File: config.mk
export PLATFORM = sky130hd
export DESIGN_NAME = uart_loader_flat
export DESIGN_NICKNAME = d
export VERILOG_FILES = /design/src/rtl/loader_pkg.sv /design/src/rtl/uart_loader_if.sv /design/src/rtl/uart_rx.sv /design/src/rtl/uart_loader.sv /design/src/flat_wrapper.sv
export SDC_FILE = /design/constraint.sdc
export NUM_CORES = 1
export LEC_CHECK = 0
export CAP_MARGIN = 20
export CELL_PAD_IN_SITES_DETAIL_PLACEMENT = 0
export CELL_PAD_IN_SITES_GLOBAL_PLACEMENT = 1
export CORE_UTILIZATION = 25
export DETAILED_ROUTE_END_ITERATION = 8
export HOLD_SLACK_MARGIN = 0.12
export PLACE_DENSITY_LB_ADDON = 0.15
export SYNTH_ARGS = -nofsm -noshare
export SYNTH_HDL_FRONTEND = slang
export SYNTH_SLANG_ARGS = --single-unit
File: constraint.sdc
create_clock -name clock -period 3.24 [get_ports clock]
set_clock_uncertainty 0.2 [all_clocks]
set_input_delay 0.648 -clock clock [delete_from_list [all_inputs] [get_ports clock]]
set_output_delay 0.648 -clock clock [all_outputs]
set_load 0.02 [all_outputs]
File: src/rtl/loader_pkg.sv
// rtl/loader_pkg.sv - shared constants and state types for the serial program loader
// Purpose: command bytes, address width, loader/receiver state encodings, count clamp helper.
// Ports: none (package).
package loader_pkg;

    localparam logic [7:0] CMD_IMEM = 8'h49;
    localparam logic [7:0] CMD_DMEM = 8'h44;
    localparam logic [7:0] CMD_END  = 8'h45;

    localparam int ADR_W = 15;
    localparam int IDX_W = 14;

    localparam logic [2:0] ST_IDLE   = 3'd0;
    localparam logic [2:0] ST_CNT_LO = 3'd1;
    localparam logic [2:0] ST_CNT_HI = 3'd2;
    localparam logic [2:0] ST_DATA   = 3'd3;
    localparam logic [2:0] ST_DONE   = 3'd4;

    typedef enum logic [2:0] {
        S_IDLE   = ST_IDLE,
        S_CNT_LO = ST_CNT_LO,
        S_CNT_HI = ST_CNT_HI,
        S_DATA   = ST_DATA,
        S_DONE   = ST_DONE
    } ldr_state_t;

    typedef enum logic [2:0] {
        RX_IDLE,
        RX_START,
        RX_DATA,
        RX_STOP,
        RX_WAIT
    } rx_state_t;

    // Word count from the frame header, limited so the 14-bit word index never wraps.
    function automatic logic [14:0] clamp_count(input logic [15:0] cnt, input int max_words);
        if (int'(cnt) > max_words) begin
            return 15'(max_words);
        end
        return cnt[14:0];
    endfunction

endpackage

File: src/rtl/uart_loader_if.sv
// rtl/uart_loader_if.sv - serial input and upg write-port bundle of the loader
// Purpose: groups the serial line and the upg_* write/status signals.
// Ports: upg_rx_i (serial in), upg_wen_o, upg_adr_o[14:0], upg_dat_o[31:0], upg_done_o, upg_err_o.
// master = loader side, slave = host/memory side.
interface uart_loader_if;
    import loader_pkg::*;

    logic             upg_rx_i;
    logic             upg_wen_o;
    logic [ADR_W-1:0] upg_adr_o;
    logic [31:0]      upg_dat_o;
    logic             upg_done_o;
    logic             upg_err_o;

    modport master (
        input  upg_rx_i,
        output upg_wen_o, upg_adr_o, upg_dat_o, upg_done_o, upg_err_o
    );

    modport slave (
        output upg_rx_i,
        input  upg_wen_o, upg_adr_o, upg_dat_o, upg_done_o, upg_err_o
    );

endinterface

File: src/rtl/uart_rx.sv
// rtl/uart_rx.sv - 8N1 byte receiver with start-glitch rejection and framing check
// Purpose: synchronizes rx, samples bits at their centres, reports bytes or framing errors.
// Ports: clock, reset (sync, active-high), rx (async serial in),
//        byte_valid (1-cycle pulse), byte_data[7:0], frame_err (1-cycle pulse).
module uart_rx
    import loader_pkg::*;
#(
    parameter int CLKS_PER_BIT = 86
) (
    input  logic       clock,
    input  logic       reset,
    input  logic       rx,
    output logic       byte_valid,
    output logic [7:0] byte_data,
    output logic       frame_err
);

    localparam logic [15:0] FULL_LAST = 16'(CLKS_PER_BIT - 1);
    localparam logic [15:0] HALF_LAST = 16'(CLKS_PER_BIT / 2 - 1);

    rx_state_t   r_state;
    logic [1:0]  r_sync;
    logic        r_rx_d;
    logic [15:0] r_cnt;
    logic [2:0]  r_bit;
    logic [7:0]  r_shift;
    logic        r_valid;
    logic [7:0]  r_data;
    logic        r_ferr;

    logic w_rx;
    logic w_fall;

    assign w_rx   = r_sync[1];
    assign w_fall = r_rx_d & ~w_rx;

    always_ff @(posedge clock) begin
        if (reset) begin
            r_state <= RX_IDLE;
            r_sync  <= 2'b11;
            r_rx_d  <= 1'b1;
            r_cnt   <= '0;
            r_bit   <= '0;
            r_shift <= '0;
            r_valid <= 1'b0;
            r_data  <= '0;
            r_ferr  <= 1'b0;
        end else begin
            r_sync  <= {r_sync[0], rx};
            r_rx_d  <= w_rx;
            r_valid <= 1'b0;
            r_ferr  <= 1'b0;
            case (r_state)
                RX_IDLE: begin
                    if (w_fall) begin
                        r_cnt   <= '0;
                        r_state <= RX_START;
                    end
                end
                RX_START: begin
                    // Half a bit after the edge: still low means a real start bit.
                    if (r_cnt == HALF_LAST) begin
                        r_cnt   <= '0;
                        r_bit   <= '0;
                        r_state <= w_rx ? RX_IDLE : RX_DATA;
                    end else begin
                        r_cnt <= r_cnt + 16'd1;
                    end
                end
                RX_DATA: begin
                    if (r_cnt == FULL_LAST) begin
                        r_cnt   <= '0;
                        r_shift <= {w_rx, r_shift[7:1]};
                        if (r_bit == 3'd7) begin
                            r_state <= RX_STOP;
                        end
                        r_bit <= r_bit + 3'd1;
                    end else begin
                        r_cnt <= r_cnt + 16'd1;
                    end
                end
                RX_STOP: begin
                    if (r_cnt == FULL_LAST) begin
                        r_cnt <= '0;
                        if (w_rx) begin
                            r_valid <= 1'b1;
                            r_data  <= r_shift;
                            r_state <= RX_IDLE;
                        end else begin
                            r_ferr  <= 1'b1;
                            r_state <= RX_WAIT;
                        end
                    end else begin
                        r_cnt <= r_cnt + 16'd1;
                    end
                end
                RX_WAIT: begin
                    // Broken frame: resynchronize only once the line returns to idle.
                    if (w_rx) begin
                        r_state <= RX_IDLE;
                    end
                end
                default: r_state <= RX_IDLE;
            endcase
        end
    end

    assign byte_valid = r_valid;
    assign byte_data  = r_data;
    assign frame_err  = r_ferr;

endmodule

File: src/rtl/uart_loader.sv
// rtl/uart_loader.sv - serial program loader driving the upg write port
// Purpose: parses I/D load frames and the E end byte, assembles little-endian words,
//          strobes them to instruction ROM (adr[14]=0) or data RAM (adr[14]=1).
// Ports: clock, reset (sync, active-high), upg (uart_loader_if.master):
//        upg_rx_i in, upg_wen_o/upg_adr_o/upg_dat_o/upg_done_o/upg_err_o out.
module uart_loader
    import loader_pkg::*;
#(
    parameter int CLK_HZ    = 10_000_000,
    parameter int BAUD      = 115_200,
    parameter int MAX_WORDS = 16384
) (
    input  logic           clock,
    input  logic           reset,
    uart_loader_if.master  upg
);

    localparam int CLKS_PER_BIT = CLK_HZ / BAUD;

    logic       w_byte_valid;
    logic [7:0] w_byte_data;
    logic       w_frame_err;

    uart_rx #(
        .CLKS_PER_BIT(CLKS_PER_BIT)
    ) u_rx (
        .clock      (clock),
        .reset      (reset),
        .rx         (upg.upg_rx_i),
        .byte_valid (w_byte_valid),
        .byte_data  (w_byte_data),
        .frame_err  (w_frame_err)
    );

    ldr_state_t       r_state;
    logic             r_target;
    logic [7:0]       r_cnt_lo;
    logic [14:0]      r_remaining;
    logic [1:0]       r_byte_idx;
    logic [IDX_W-1:0] r_word_idx;
    logic [31:0]      r_word;
    logic             r_wen;
    logic [ADR_W-1:0] r_adr;
    logic [31:0]      r_dat;
    logic             r_done;
    logic             r_err;

    always_ff @(posedge clock) begin
        if (reset) begin
            r_state     <= S_IDLE;
            r_target    <= 1'b0;
            r_cnt_lo    <= '0;
            r_remaining <= '0;
            r_byte_idx  <= '0;
            r_word_idx  <= '0;
            r_word      <= '0;
            r_wen       <= 1'b0;
            r_adr       <= '0;
            r_dat       <= '0;
            r_done      <= 1'b0;
            r_err       <= 1'b0;
        end else begin
            r_wen <= 1'b0;
            if (w_frame_err) begin
                r_err <= 1'b1;
            end
            if (w_byte_valid) begin
                case (r_state)
                    S_IDLE: begin
                        if (w_byte_data == CMD_IMEM || w_byte_data == CMD_DMEM) begin
                            r_target <= (w_byte_data == CMD_DMEM);
                            r_state  <= S_CNT_LO;
                        end else if (w_byte_data == CMD_END) begin
                            r_done  <= 1'b1;
                            r_state <= S_DONE;
                        end else begin
                            r_err <= 1'b1;
                        end
                    end
                    S_CNT_LO: begin
                        r_cnt_lo <= w_byte_data;
                        r_state  <= S_CNT_HI;
                    end
                    S_CNT_HI: begin
                        if ({w_byte_data, r_cnt_lo} == 16'd0) begin
                            r_state <= S_IDLE;
                        end else begin
                            r_remaining <= clamp_count({w_byte_data, r_cnt_lo}, MAX_WORDS);
                            r_byte_idx  <= '0;
                            r_word_idx  <= '0;
                            r_state     <= S_DATA;
                        end
                    end
                    S_DATA: begin
                        r_byte_idx <= r_byte_idx + 2'd1;
                        if (r_byte_idx == 2'd3) begin
                            // Last lane goes straight into the output word, strobe next cycle.
                            r_wen       <= 1'b1;
                            r_dat       <= {w_byte_data, r_word[23:0]};
                            r_adr       <= {r_target, r_word_idx};
                            r_word_idx  <= r_word_idx + 14'd1;
                            r_remaining <= r_remaining - 15'd1;
                            if (r_remaining == 15'd1) begin
                                r_state <= S_IDLE;
                            end
                        end else begin
                            r_word[8*r_byte_idx +: 8] <= w_byte_data;
                        end
                    end
                    S_DONE: begin
                    end
                    default: r_state <= S_IDLE;
                endcase
            end
        end
    end

    assign upg.upg_wen_o  = r_wen;
    assign upg.upg_adr_o  = r_adr;
    assign upg.upg_dat_o  = r_dat;
    assign upg.upg_done_o = r_done;
    assign upg.upg_err_o  = r_err;

endmodule
File: src/flat_wrapper.sv
// flat-port wrapper written by rule: the top's interface ports become plain ports
module uart_loader_flat import loader_pkg::*;
#(
    parameter int CLK_HZ    = 10_000_000,
    parameter int BAUD      = 115_200,
    parameter int MAX_WORDS = 16384
)
  (clock, reset, upg_upg_rx_i, upg_upg_wen_o, upg_upg_adr_o, upg_upg_dat_o, upg_upg_done_o, upg_upg_err_o);
  uart_loader_if upg_i ();
  input  logic clock;
  input  logic reset;
  input wire logic [$bits(upg_i.upg_rx_i)-1:0] upg_upg_rx_i;
  output wire logic [$bits(upg_i.upg_wen_o)-1:0] upg_upg_wen_o;
  output wire logic [$bits(upg_i.upg_adr_o)-1:0] upg_upg_adr_o;
  output wire logic [$bits(upg_i.upg_dat_o)-1:0] upg_upg_dat_o;
  output wire logic [$bits(upg_i.upg_done_o)-1:0] upg_upg_done_o;
  output wire logic [$bits(upg_i.upg_err_o)-1:0] upg_upg_err_o;
  assign upg_i.upg_rx_i = upg_upg_rx_i;
  assign upg_upg_wen_o = upg_i.upg_wen_o;
  assign upg_upg_adr_o = upg_i.upg_adr_o;
  assign upg_upg_dat_o = upg_i.upg_dat_o;
  assign upg_upg_done_o = upg_i.upg_done_o;
  assign upg_upg_err_o = upg_i.upg_err_o;
  uart_loader #(.CLK_HZ(CLK_HZ), .BAUD(BAUD), .MAX_WORDS(MAX_WORDS)) u_core (.clock(clock), .reset(reset), .upg(upg_i));
endmodule
==> out/qor.yml <==
cts:
  cts_sinks: 160
  ctsHoldBuffers: 0
  cts_tree: "yes"
  cts_made_buffers: 17
  clk_latency_ps: 430
  htreeDepth: 4
  ctsResizeCount: 0
  clkTransAtPathRegs_ps: 70
  clk_path_buf_depth: 2
  root_buffer: "clkbuf_16"
  post_cts_buffers: 0
power_and_ir_drop:
  ir_worst_vdd_uv: 368
  power.leakage_uw: 0.00265
  power_switching_uw: 1100
  pwr-share-seq: 0.473
  total_power_uw: 4270
  combPwrFrac: 0.067
  clockPowerShare: 0.460
  p_int_uw: 3170
  powerDensity_nw_per_um2: 500
  switching_share: 0.258
synth:
  synth_mux_area_frac: 0.00141
  synth_cell_types: 63
  synthTopCellsByArea: "dfxtp_1, nand2_1, a21oi_1"
  yosys.area.top_type: "dfxtp_1"
  synth-simple-area-share: 0.280
  synth-compound-area-share: 0.184
  synth_top_family_by_area: "simple AND/OR/NAND/NOR gates"
  avgSynthCellArea_um2: 7.96
  yosys-top-cells-count: "nand2_1, dfxtp_1, a21oi_1"
  synth-main-ff-cell: "dfxtp_1"
  synth_area_um2: 7070
  synth_fa_ha_area_frac: 0.0248
  ys_seq_area_frac: 0.453
  synth_most_common_cell: "nand2_1"
  syn-num-nets: 906
  ys_seq_elements: 160
  yosysTopAreaCellShare: 0.453
  synthArstFlopShare: 0
  synth-edff-count: 0
  synth_xor_area_frac: 0.0149
  ys.warnings.count: 0
  synth_cells: 889
sta:
  setup-violations-final: 0
  rsz0062_at_grt: "no"
  tightest_slew_ps: 677
  holdWs_ps: 216
  post-route-period-util: 0.811
  max_slew_margin: 0.545
  setup_tns_ps: 0
  drv_slew: 0
  period_needed_ps: 2630
  hold_viol: 0
  fmax_mhz: 381
final_layout:
  n_antenna_cell: 0
  post-route-util: 0.307
  area_growth_pct: 20.5
  fin_nets: 937
  nFillCells: 3030
  final_layout_size_suffix_gt1_frac: 0.0750
place:
  port_buffers: 52
  detailed_place_hpwl_um: 13200
  place.gp.congestion: 0.749
floorplanning:
  start_util: 0.255
  io_pins: 53
  num_rows: 61
  die_w_um: 170
  fp.coreArea_um2: 27800
  die_h_um: 170
  die-area_um2: 29000
worst_setup_path:
  cp_slowest_cell: "dfxtp_1"
  crit_fanout: 11
  worstReg2RegEnd: "u_core.r_target"
  worstPathArrival_ps: 2780
  ff2ff_setup_slack_ps: 610
  endpoint_kind: "flip-flop"
  cp.required_ps: 3390
  reg2reg_from: "u_core.u_rx.byte_data[2]"
  crit_chain: "or3b_2 -> a211oi_4 -> nand3_1 -> or4_1 -> a21oi_1"
  cp.depth: 5
  crit_type: "reg -> reg"
  critPathMaxStageDelay_ps: 660
  start_kind: "flip-flop"
  ff2ff_path_depth: 5
  path_buf_inv: 0
  path_delay_family: "simple AND/OR/NAND/NOR gates"
detailed_routing:
  drc: 0
  ant_nets: 0
  wirelength_um: 19700
  drt_iter0_markers: 332
  drt-pass1-iter-count: 5
  wl_per_cell_um: 15.0
  via_count: 6155
  routed_via_density: 4.69
min_path:
  holdPathEnd: "u_core.u_rx.r_sync[1]"
  hp-start: "u_core.u_rx.r_sync[0]"
  hold_depth: 1
  hp-class: "reg -> reg"
global_route:
  grt_pass1_vias: 5942
  grt.overflow.total: 0
  grt_max_degree: 50
  grt_pass1_wl_um: 32600
  grt_usage: 0.143
  antenna_found_initial: 0
status:
  status: "completed"
flow_run:
  drv_cap: 0
[state kept, by name, indices dropped and copies added (netlist names), 2 cells and up]
signal                 flops
u_core.r_remaining        15
u_core.r_byte_idx          2
u_core.r_cnt_lo            8
u_core.r_word_idx         14
u_core.r_state             3
u_core.u_rx.r_cnt         16
u_core.u_rx.byte_data      8
u_core.upg.upg_dat_o      32
u_core.u_rx.r_sync         2
u_core.u_rx.r_state        3
u_core.r_word             24
u_core.upg.upg_adr_o      15
u_core.u_rx.r_shift        8
u_core.u_rx.r_bit          3
[metal layers]
layer / global-route usage / part of all wire / up-vias
met5: 0 / 0 / -
met1: 0.199 / 0.51 / 2863
li1: - / - / 3189
met2: 0.225 / 0.45 / 92
met3: 0.0247 / 0.027 / 11
met4: 0.0411 / 0.0084 / 0
[per-stage QoR]
step | instance area [um^2] | instances | setup slack [ps]
after floorplan | 7070 | 889 | 1010
after global placement | 7960 | 1279 | 596
after detailed placement | 7960 | 1279 | 604
after CTS | 8530 | 1311 | 583
after global routing | 8530 | 1311 | 460
final | 8530 | 1311 | 612
[logic make-up after synthesis]
logic type               after synthesis
AND/OR/NAND/NOR                      411
AO/OA/AOI/OAI                        220
flip-flops                           160
buffers and inverters                 71
adder cells (fa/ha/maj)               14
XOR/XNOR                              12
multiplexers                           1
[final cells by class]
type | instances | area, um^2 | share of cell area
multi-input cells | 658 | 3580 | 0.420
flip-flops and latches | 160 | 3200 | 0.376
repair buffers | 70 | 653 | 0.0766
well taps | 378 | 473 | 0.0555
clock buffers | 19 | 443 | 0.0519
clock inverters | 13 | 128 | 0.0150
inverters | 13 | 48.8 | 0.00572
[power by group through the flow]
stage	Combinational, uW	Sequential (uW)	Clock, uW
floorplan	224	2060	0
global placement	300	2060	0
detailed placement	291	2060	0
CTS	292	2020	2040
global route	329	2020	2130
finish	286	2020	1960
[cells in the final DEF, fill, tap and decap left out, types with 6 or more instances in the layout]
cell type / Yosys / routed
a21oi_1: 138 / 138
a31oi_1: 10 / 10
buf_4: 2 / 19
clkbuf_16: 0 / 17
clkdlybuf4s50_1: 0 / 51
dfxtp_1: 160 / 160
ha_1: 14 / 14
inv_1: 13 / 13
nand2_1: 205 / 205
nand2b_1: 10 / 10
nand3_1: 55 / 54
nand4_1: 9 / 9
nor2_1: 45 / 45
nor3_1: 12 / 12
nor3b_1: 7 / 7
nor4_1: 9 / 9
o21ai_0: 21 / 21
o31ai_1: 12 / 12
or3_1: 6 / 6
or4_1: 9 / 9
xnor2_1: 8 / 8
[worst max-delay path by stage]
stage	end	from
after CTS	u_core.r_target	u_core.u_rx.byte_data[2]
after global routing	u_core.u_rx.r_bit[1]	u_core.u_rx.r_cnt[0]
after floorplan	u_core.u_rx.r_cnt[11]	u_core.u_rx.r_cnt[1]
final	u_core.r_target	u_core.u_rx.byte_data[2]
after detailed placement	u_core.r_target	u_core.u_rx.byte_data[2]
after global placement	u_core.r_target	u_core.u_rx.byte_data[2]
Power figures use the tool's default switching activity.
